## config.mk

```make
export PLATFORM = sky130hd
export DESIGN_NAME = uart_byte_tx
export DESIGN_NICKNAME = d
export VERILOG_FILES = /design/src/rtl/uart_byte_tx.sv
export SDC_FILE = /design/constraint.sdc
export NUM_CORES = 1
export LEC_CHECK = 0
export ABC_AREA = 1
export CORE_MARGIN = 2
export CORE_UTILIZATION = 40
export CTS_BUF_LIST = sky130_fd_sc_hd__clkbuf_8 sky130_fd_sc_hd__clkbuf_16
export DETAILED_ROUTE_END_ITERATION = 6
export SYNTH_ARGS = -nofsm -noshare
export SYNTH_HDL_FRONTEND = slang
export SYNTH_SLANG_ARGS = --single-unit
export TNS_END_PERCENT = 50
```

## constraint.sdc

```tcl
create_clock -name clk -period 2.8 [get_ports clk]
set_clock_uncertainty 0.2 [all_clocks]
set_input_delay 0.56 -clock clk [delete_from_list [all_inputs] [get_ports clk]]
set_output_delay 0.56 -clock clk [all_outputs]
set_load 0.02 [all_outputs]
```

## src/rtl/uart_byte_tx.sv

```systemverilog
// 8N1 UART transmitter (optional even parity) with a one-byte holding buffer
// and a wrapping count of completed frames.
module uart_byte_tx #(
  parameter int CLK_DIV   = 16,
  parameter bit PARITY_EN = 1'b0
) (
  input  logic       clk,
  input  logic       rst_n,
  input  logic       s_valid,
  input  logic [7:0] s_data,
  output logic       s_ready,
  output logic       tx,
  output logic       busy,
  output logic [7:0] frame_cnt
);

  localparam int TW = (CLK_DIV < 2) ? 1 : $clog2(CLK_DIV);
  localparam logic [TW-1:0] RELOAD = TW'(CLK_DIV - 1);

  if (CLK_DIV < 2 || CLK_DIV > 65535) begin : g_bad_clk_div
    $error("uart_byte_tx: CLK_DIV must be in 2..65535");
  end

  typedef enum logic [2:0] {
    IDLE   = 3'd0,
    START  = 3'd1,
    DATA   = 3'd2,
    PARITY = 3'd3,
    STOP   = 3'd4
  } state_t;

  state_t        state;
  logic [TW-1:0] timer;
  logic [2:0]    bit_idx;
  logic [7:0]    shifter;
  logic [7:0]    hold;
  logic          hold_full;
  logic          par;

  // Handshake: a byte is taken on any edge where s_valid && s_ready; s_ready
  // is the inverse of the registered hold_full flag, so it never depends on
  // s_valid, and s_valid may drop at any time while s_ready is low.
  assign s_ready = ~hold_full;
  assign busy    = (state != IDLE) || hold_full;

  always_ff @(posedge clk or negedge rst_n) begin
    if (!rst_n) begin
      state     <= IDLE;
      timer     <= '0;
      bit_idx   <= '0;
      shifter   <= '0;
      hold      <= '0;
      hold_full <= 1'b0;
      par       <= 1'b0;
      tx        <= 1'b1;
      frame_cnt <= '0;
    end else begin
      // Accept and load never coincide: accept needs hold_full=0, load needs 1.
      if (s_valid && !hold_full) begin
        hold      <= s_data;
        hold_full <= 1'b1;
      end

      case (state)
        IDLE: begin
          if (hold_full) begin
            shifter   <= hold;
            par       <= ^hold;
            hold_full <= 1'b0;
            tx        <= 1'b0;
            timer     <= RELOAD;
            state     <= START;
          end
        end

        START, DATA, PARITY, STOP: begin
          if (timer != '0) begin
            timer <= timer - TW'(1);
          end else begin
            timer <= RELOAD;
            case (state)
              START: begin
                tx      <= shifter[0];
                shifter <= {1'b0, shifter[7:1]};
                bit_idx <= '0;
                state   <= DATA;
              end
              DATA: begin
                if (bit_idx == 3'd7) begin
                  if (PARITY_EN) begin
                    tx    <= par;
                    state <= PARITY;
                  end else begin
                    tx    <= 1'b1;
                    state <= STOP;
                  end
                end else begin
                  tx      <= shifter[0];
                  shifter <= {1'b0, shifter[7:1]};
                  bit_idx <= bit_idx + 3'd1;
                end
              end
              PARITY: begin
                tx    <= 1'b1;
                state <= STOP;
              end
              default: begin
                // End of stop bit: count the frame, then chain straight into
                // the next start bit when a byte is waiting.
                frame_cnt <= frame_cnt + 8'd1;
                if (hold_full) begin
                  shifter   <= hold;
                  par       <= ^hold;
                  hold_full <= 1'b0;
                  tx        <= 1'b0;
                  state     <= START;
                end else begin
                  timer <= '0;
                  state <= IDLE;
                end
              end
            endcase
          end
        end

        default: begin
          state <= IDLE;
          tx    <= 1'b1;
        end
      endcase
    end
  end

endmodule
```

==> results of run 1 <==
-- cell families (layout without fill, tap and decap cells) --
logic type / Yosys count / in the layout / synth area share, %
simple gates: 185 / 185 / 42.81
flops: 36 / 36 / 41.32
buf+inv: 31 / 57 / 5.845
mux: 8 / 8 / 4.126
fa+ha+maj: 5 / 5 / 2.865
compound gates: 5 / 5 / 1.433
xor+xnor: 4 / 4 / 1.605
-- state kept, by name, summed over array words and instances (netlist names) --
signal,cells
shifter,8
state,3
frame_cnt,8
bit_idx,3
timer,4
hold_full,1
hold,8
tx,1
-- where the power goes --
| group | switching (mW) | internal (mW) | total [mW] |
|---|---|---|---|
| sequential | 0.142 | 0.686 | 0.828 |
| clock | 0.186 | 0.314 | 0.500 |
| combinational | 0.725 | 0.445 | 1.17 |
| total | 1.05 | 1.44 | 2.50 |
-- critical path, stage by stage (launching register included) --
cell,delay (ps)
dfrtp_1,520
inv_1,210
nand3_2,170
clkdlybuf4s50_1,630
-- routing by layer --
metal	part of all wire, %	vias to the layer above	global-route usage, %
li1	-	921	-
met4	0.71	0	5.536
met1	48	834	21.35
met2	47	35	24.74
met3	3.9	2	3.837
met5	0	-	0
-- cell usage in the layout (no fill, tap or decap), drive strengths merged --
cell type,instances
xor2,1
o21ai,4
xnor2,3
buf,2
o21a,1
bufinv,1
ha,5
and2,1
nand4,10
clkdlybuf4s50,20
dfstp,1
nand2,121
mux2,8
dfrtp,35
nand3,32
clkinv,1
clkbuf,7
inv,26
nor2,21
-- layout make-up --
| class | count | area (µm²) | area share, % |
|---|---|---|---|
| inverter | 27 | 101.3 | 3.923 |
| timing repair buffer | 22 | 212.7 | 8.232 |
| clock buffer | 7 | 96.34 | 3.729 |
| multi-input combinational | 207 | 1154 | 44.65 |
| tap | 70 | 87.58 | 3.390 |
| sequential | 36 | 902.1 | 34.92 |
| clock inverter | 1 | 30.03 | 1.162 |
-- worst min path at each step --
stage | from | end | slack (ps) | depth (start not counted)
after floorplan | rst_n | bit_idx[0] | 60 | 0
after global placement | shifter[0] | shifter[0] | 260 | 2
after detailed placement | bit_idx[1] | bit_idx[1] | 270 | 2
after CTS | rst_n | shifter[5] | 210 | 1
after global routing | rst_n | shifter[5] | 240 | 1
final | rst_n | shifter[5] | 150 | 1
==> results.sh, run 1 <==
export IMPL_status="finished clean"
export IMPL_r2r_cells=7
export IMPL_cts_tree="yes"
export IMPL_post_route_drc_count=0
export IMPL_grt_ovfl_total=0
export IMPL_ys_seq_area_share_pct=41.32
export IMPL_finalHoldViolations=0
export IMPL_relSlewSlack_pct=45.68
export IMPL_synth_yosys_warnings=0
export IMPL_min_path_type="input port to async pin"
export IMPL_synthTopCellsByArea="dfrtp_1 40%, nand2_1 19%, nand3_2 5.5%"
export IMPL_crit_path_end="busy"
export IMPL_place_ws_ps=542.2
export IMPL_cts_clk_slew_worst_paths_ps=70
export IMPL_cts_sinks=36
export IMPL_gp_congestion=0.8614
export IMPL_place_area_mm2=0.002457
export IMPL_dieWidth_um=77.88
export IMPL_cts_resized=0
export IMPL_synth_common_cells="112 x nand2_1, 35 x dfrtp_1, 22 x inv_1, 19 x nand3_1, 15 x nor2_1"
export IMPL_synth_area_mm2=0.002183
export IMPL_critPathLaunch="hold_full"
export IMPL_synth_top_cell_area_share_pct=40.11
export IMPL_hold_worst_slack_ps=154.6
export IMPL_rrSetupSlack_ps=860
export IMPL_die_h_um=77.88
export IMPL_core_rowCount=26
export IMPL_hpwl_um=3192
export IMPL_postRouteAntennaNets=0
export IMPL_required_ps=2040
export IMPL_synth_edff_count=0
export IMPL_r2r_end="shifter[1]"
export IMPL_finalSetupViolations=0
export IMPL_setup_tns_ps=0
export IMPL_async_flop_share_pct=100.0
export IMPL_cts_buffer_depth=2
export IMPL_min_period_ps=2575
export IMPL_cts_setup_buffers=0
export IMPL_grt_pass1_vias=1728
export IMPL_antenna_found_initial=0
export IMPL_layout_nets=315
export IMPL_cts_root_buffer="clkbuf_8"
export IMPL_final_cells=370
export IMPL_p_leak_nw=1.321
export IMPL_critPathArrivalTime_ps=1810
export IMPL_fin_area_mm2=0.002584
export IMPL_synth_seq_cells=36
export IMPL_powerDensity_mw_per_mm2=966.9
export IMPL_grt_pass1_wl_um=7679
export IMPL_io_buffers=21
export IMPL_fin_ws_ps=225.1
export IMPL_synth_most_common_cell="nand2_1"
export IMPL_synthesis_nets=290
export IMPL_ys_types=29
export IMPL_max_cap_violations=0
export IMPL_total_power_mw=2.498
export IMPL_fp_coreArea_mm2=0.005172
export IMPL_drive_above_1_share_pct=17.33
export IMPL_endpoint_kind="output pin"
export IMPL_r2r_start="timer[0]"
export IMPL_slew_violations=0
export IMPL_io_pins=22
export IMPL_fillers=509
export IMPL_critPathMaxFanout=11
export IMPL_synth_cells=274
export IMPL_cts_made_buffers=5
export IMPL_cts_htree_levels=2
export IMPL_drt_initial_drc_count=71
export IMPL_via_per_inst=4.843
export IMPL_wirelength_um=4336
export IMPL_post_drt_wl_per_cell_um=11.72
export IMPL_n_antenna_cell=0
export IMPL_fin_crit_sh_pct=91.96
export IMPL_rsz0062_at_grt="false"
export IMPL_start_util_pct=42.21
export IMPL_gr_usage_all_layers_pct=15.83
export IMPL_critPathKind="flop to output pin"
export IMPL_drt_first_pass_iters=4
export IMPL_start_kind="flop"
export IMPL_worst_pin_slew_ps=814.7
export IMPL_irDropWorstVdd_uv=460.0
export IMPL_worst_skew_pair_late_latency_ps=290
export IMPL_yosys_area_top_type="dfrtp_1"
export IMPL_fin_util_pct=49.95
export IMPL_synth_top_flop_cell="dfrtp_1"
export IMPL_dp_cells=362
export IMPL_ctsHoldBuffers=0
export IMPL_num_vias=1792
export IMPL_syn2layout_area_growth_pct=18.34
export IMPL_die_area_mm2=0.006065
export IMPL_fmax_mhz=388.4
export IMPL_syn_area_per_cell_um2=7.968
export IMPL_grt_max_degree=37
Note: power is estimated with default switching activity, not from simulation.
==> run 2: changes to the inputs <==
SLEW_MARGIN = 15   (was unset)
==> results of run 2 <==
Final layout, timing and power as in run 1 (identical DEF).
==> run 3: changes to the inputs <==
CTS_CLUSTER_DIAMETER = 120   (was unset)
SETUP_SLACK_MARGIN = 0.5   (was unset)
==> results.sh, run 3 (same netlist as run 1, synthesis figures left out) <==
export IMPL_cts_root_buffer="clkbuf_8"
export IMPL_max_stage_delay_ps=470
export IMPL_die_area_mm2=0.006065
export IMPL_die_h_um=77.88
export IMPL_cts_made_buffers=5
export IMPL_r2r_end="frame_cnt[1]"
export IMPL_start_util_pct=42.21
export IMPL_cts_htree_levels=2
export IMPL_reg_top3="frame_cnt (8), hold (8), shifter (8)"
export IMPL_rrSetupSlack_ps=860
export IMPL_antenna_found_initial=0
export IMPL_min_period_ps=2244
export IMPL_critPathArrivalTime_ps=1480
export IMPL_layout_common_cells="112 x nand2_1, 33 x dfrtp_1, 21 x inv_1"
export IMPL_fin_crit_sh_pct=80.14
export IMPL_r2r_cells=7
export IMPL_worst_pin_slew_ps=811.0
export IMPL_cts_clk_slew_worst_paths_ps=70
export IMPL_max_cap_violations=0
export IMPL_syn2layout_area_growth_pct=18.62
export IMPL_finalSetupViolations=0
export IMPL_cp_slowest_cell="dfrtp_1"
export IMPL_drt_initial_drc_count=65
export IMPL_fin_area_mm2=0.002590
export IMPL_drive_above_1_share_pct=18.33
export IMPL_status="finished clean"
export IMPL_relSlewSlack_pct=45.94
export IMPL_grt_max_degree=37
export IMPL_num_vias=1794
export IMPL_r2r_start="timer[0]"
export IMPL_rsz0062_at_grt="true"
export IMPL_powerDensity_mw_per_mm2=963.1
export IMPL_gp_congestion=0.8614
export IMPL_dieWidth_um=77.88
export IMPL_grt_ovfl_total=0
export IMPL_min_path_type="input port to async pin"
export IMPL_drt_first_pass_iters=4
export IMPL_wirelength_um=4313
export IMPL_cts_setup_buffers=0
export IMPL_postRouteAntennaNets=0
export IMPL_n_antenna_cell=0
export IMPL_worst_path_buf_inv=1
export IMPL_crit_cells=3
export IMPL_cts_sinks=36
export IMPL_critPathMaxFanout=6
export IMPL_fp_coreArea_mm2=0.005172
export IMPL_p_leak_nw=1.330
export IMPL_io_buffers=21
export IMPL_slew_violations=0
export IMPL_fmax_mhz=445.6
export IMPL_finalHoldViolations=0
export IMPL_crit_chain="nor2_2 > nand3_2 > dlygate4sd2_1"
export IMPL_irDropWorstVdd_uv=460.3
export IMPL_start_kind="flop"
export IMPL_gr_usage_all_layers_pct=15.83
export IMPL_post_drt_wl_per_cell_um=11.66
export IMPL_critPathKind="flop to output pin"
export IMPL_hpwl_um=3192
export IMPL_via_per_inst=4.849
export IMPL_layout_nets=315
export IMPL_cts_buffer_depth=2
export IMPL_core_rowCount=26
export IMPL_layout_commonest_cell="nand2_1"
export IMPL_setup_tns_ps=0
export IMPL_critPathTopFamily="flip-flops"
export IMPL_grt_pass1_vias=1729
export IMPL_fillers=507
export IMPL_place_area_mm2=0.002457
export IMPL_worst_skew_pair_late_latency_ps=290
export IMPL_critPathLaunch="state[1]"
export IMPL_crit_path_end="busy"
export IMPL_post_route_drc_count=0
export IMPL_required_ps=2040
export IMPL_endpoint_kind="output pin"
export IMPL_grt_pass1_wl_um=7679
export IMPL_io_pins=22
export IMPL_cts_tree="yes"
-- run 3: cell count changes in the layout (fill, tap and decap cells not counted), sizes merged --
cell	previous run	this run
clkdlybuf4s50	20	18
dlygate4sd2	0	1
dlymetal6s2s	0	1
-- run 3: worst min-delay path by stage --
stage / slack (ps) / cells past startpoint / from / to
global placement: 260 / 2 / shifter[0] / shifter[0]
CTS: 210 / 1 / rst_n / shifter[5]
global route: 240 / 1 / rst_n / shifter[5]
detailed placement: 270 / 2 / bit_idx[1] / bit_idx[1]
finish: 150 / 1 / rst_n / shifter[5]
floorplan: 60 / 0 / rst_n / bit_idx[0]
-- run 3: cell type report --
type	instances	area (µm²)	area share, %
Multi-Input combinational cell	207	1154	44.54
Sequential cell	36	904.6	34.93
Tap cell	70	87.58	3.382
Timing Repair Buffer	22	214.0	8.261
Clock buffer	7	96.34	3.720
Inverter	27	103.9	4.010
Clock inverter	1	30.03	1.159
-- run 3: per-stage QoR --
| stage | worst slack [ps] | hold WS (ps) | cells | utilization [%] | power [mW] |
|---|---|---|---|---|---|
| after floorplan | 1130 | 64.41 | 274 | - | 1.768 |
| after global routing | 418.9 | 238.1 | 370 | 50.07 | 2.729 |
| final | 556.0 | 154.7 | 370 | 50.07 | 2.494 |
| after CTS | 337.1 | 205.6 | 370 | 50.02 | 2.537 |
| after global placement | 575.4 | 256.5 | 362 | 47.51 | 2.002 |
| after detailed placement | 542.2 | 269.8 | 362 | 47.51 | 2.017 |
-- run 3: per-layer routing --
metal / vias to the layer above / GRT usage (%) / wire (µm)
met5: - / 0 / 0
met4: 0 / 6.071 / 48
met3: 4 / 3.605 / 151
met2: 39 / 24.57 / 2014
met1: 827 / 21.43 / 2099
li1: 924 / - / -
-- run 3: repair_timing --
action | CTS | global route
resized for setup | 5 | 1
hold buffers | 0 | 0
endpoints found under the hold margin | 0 | 0
setup endpoints to repair | 2 | 2
-- run 3: where the power goes --
group	total [mW]	switching (mW)	internal, mW
clock network	0.499	0.185	0.314
registers	0.831	0.143	0.688
logic	1.16	0.723	0.441
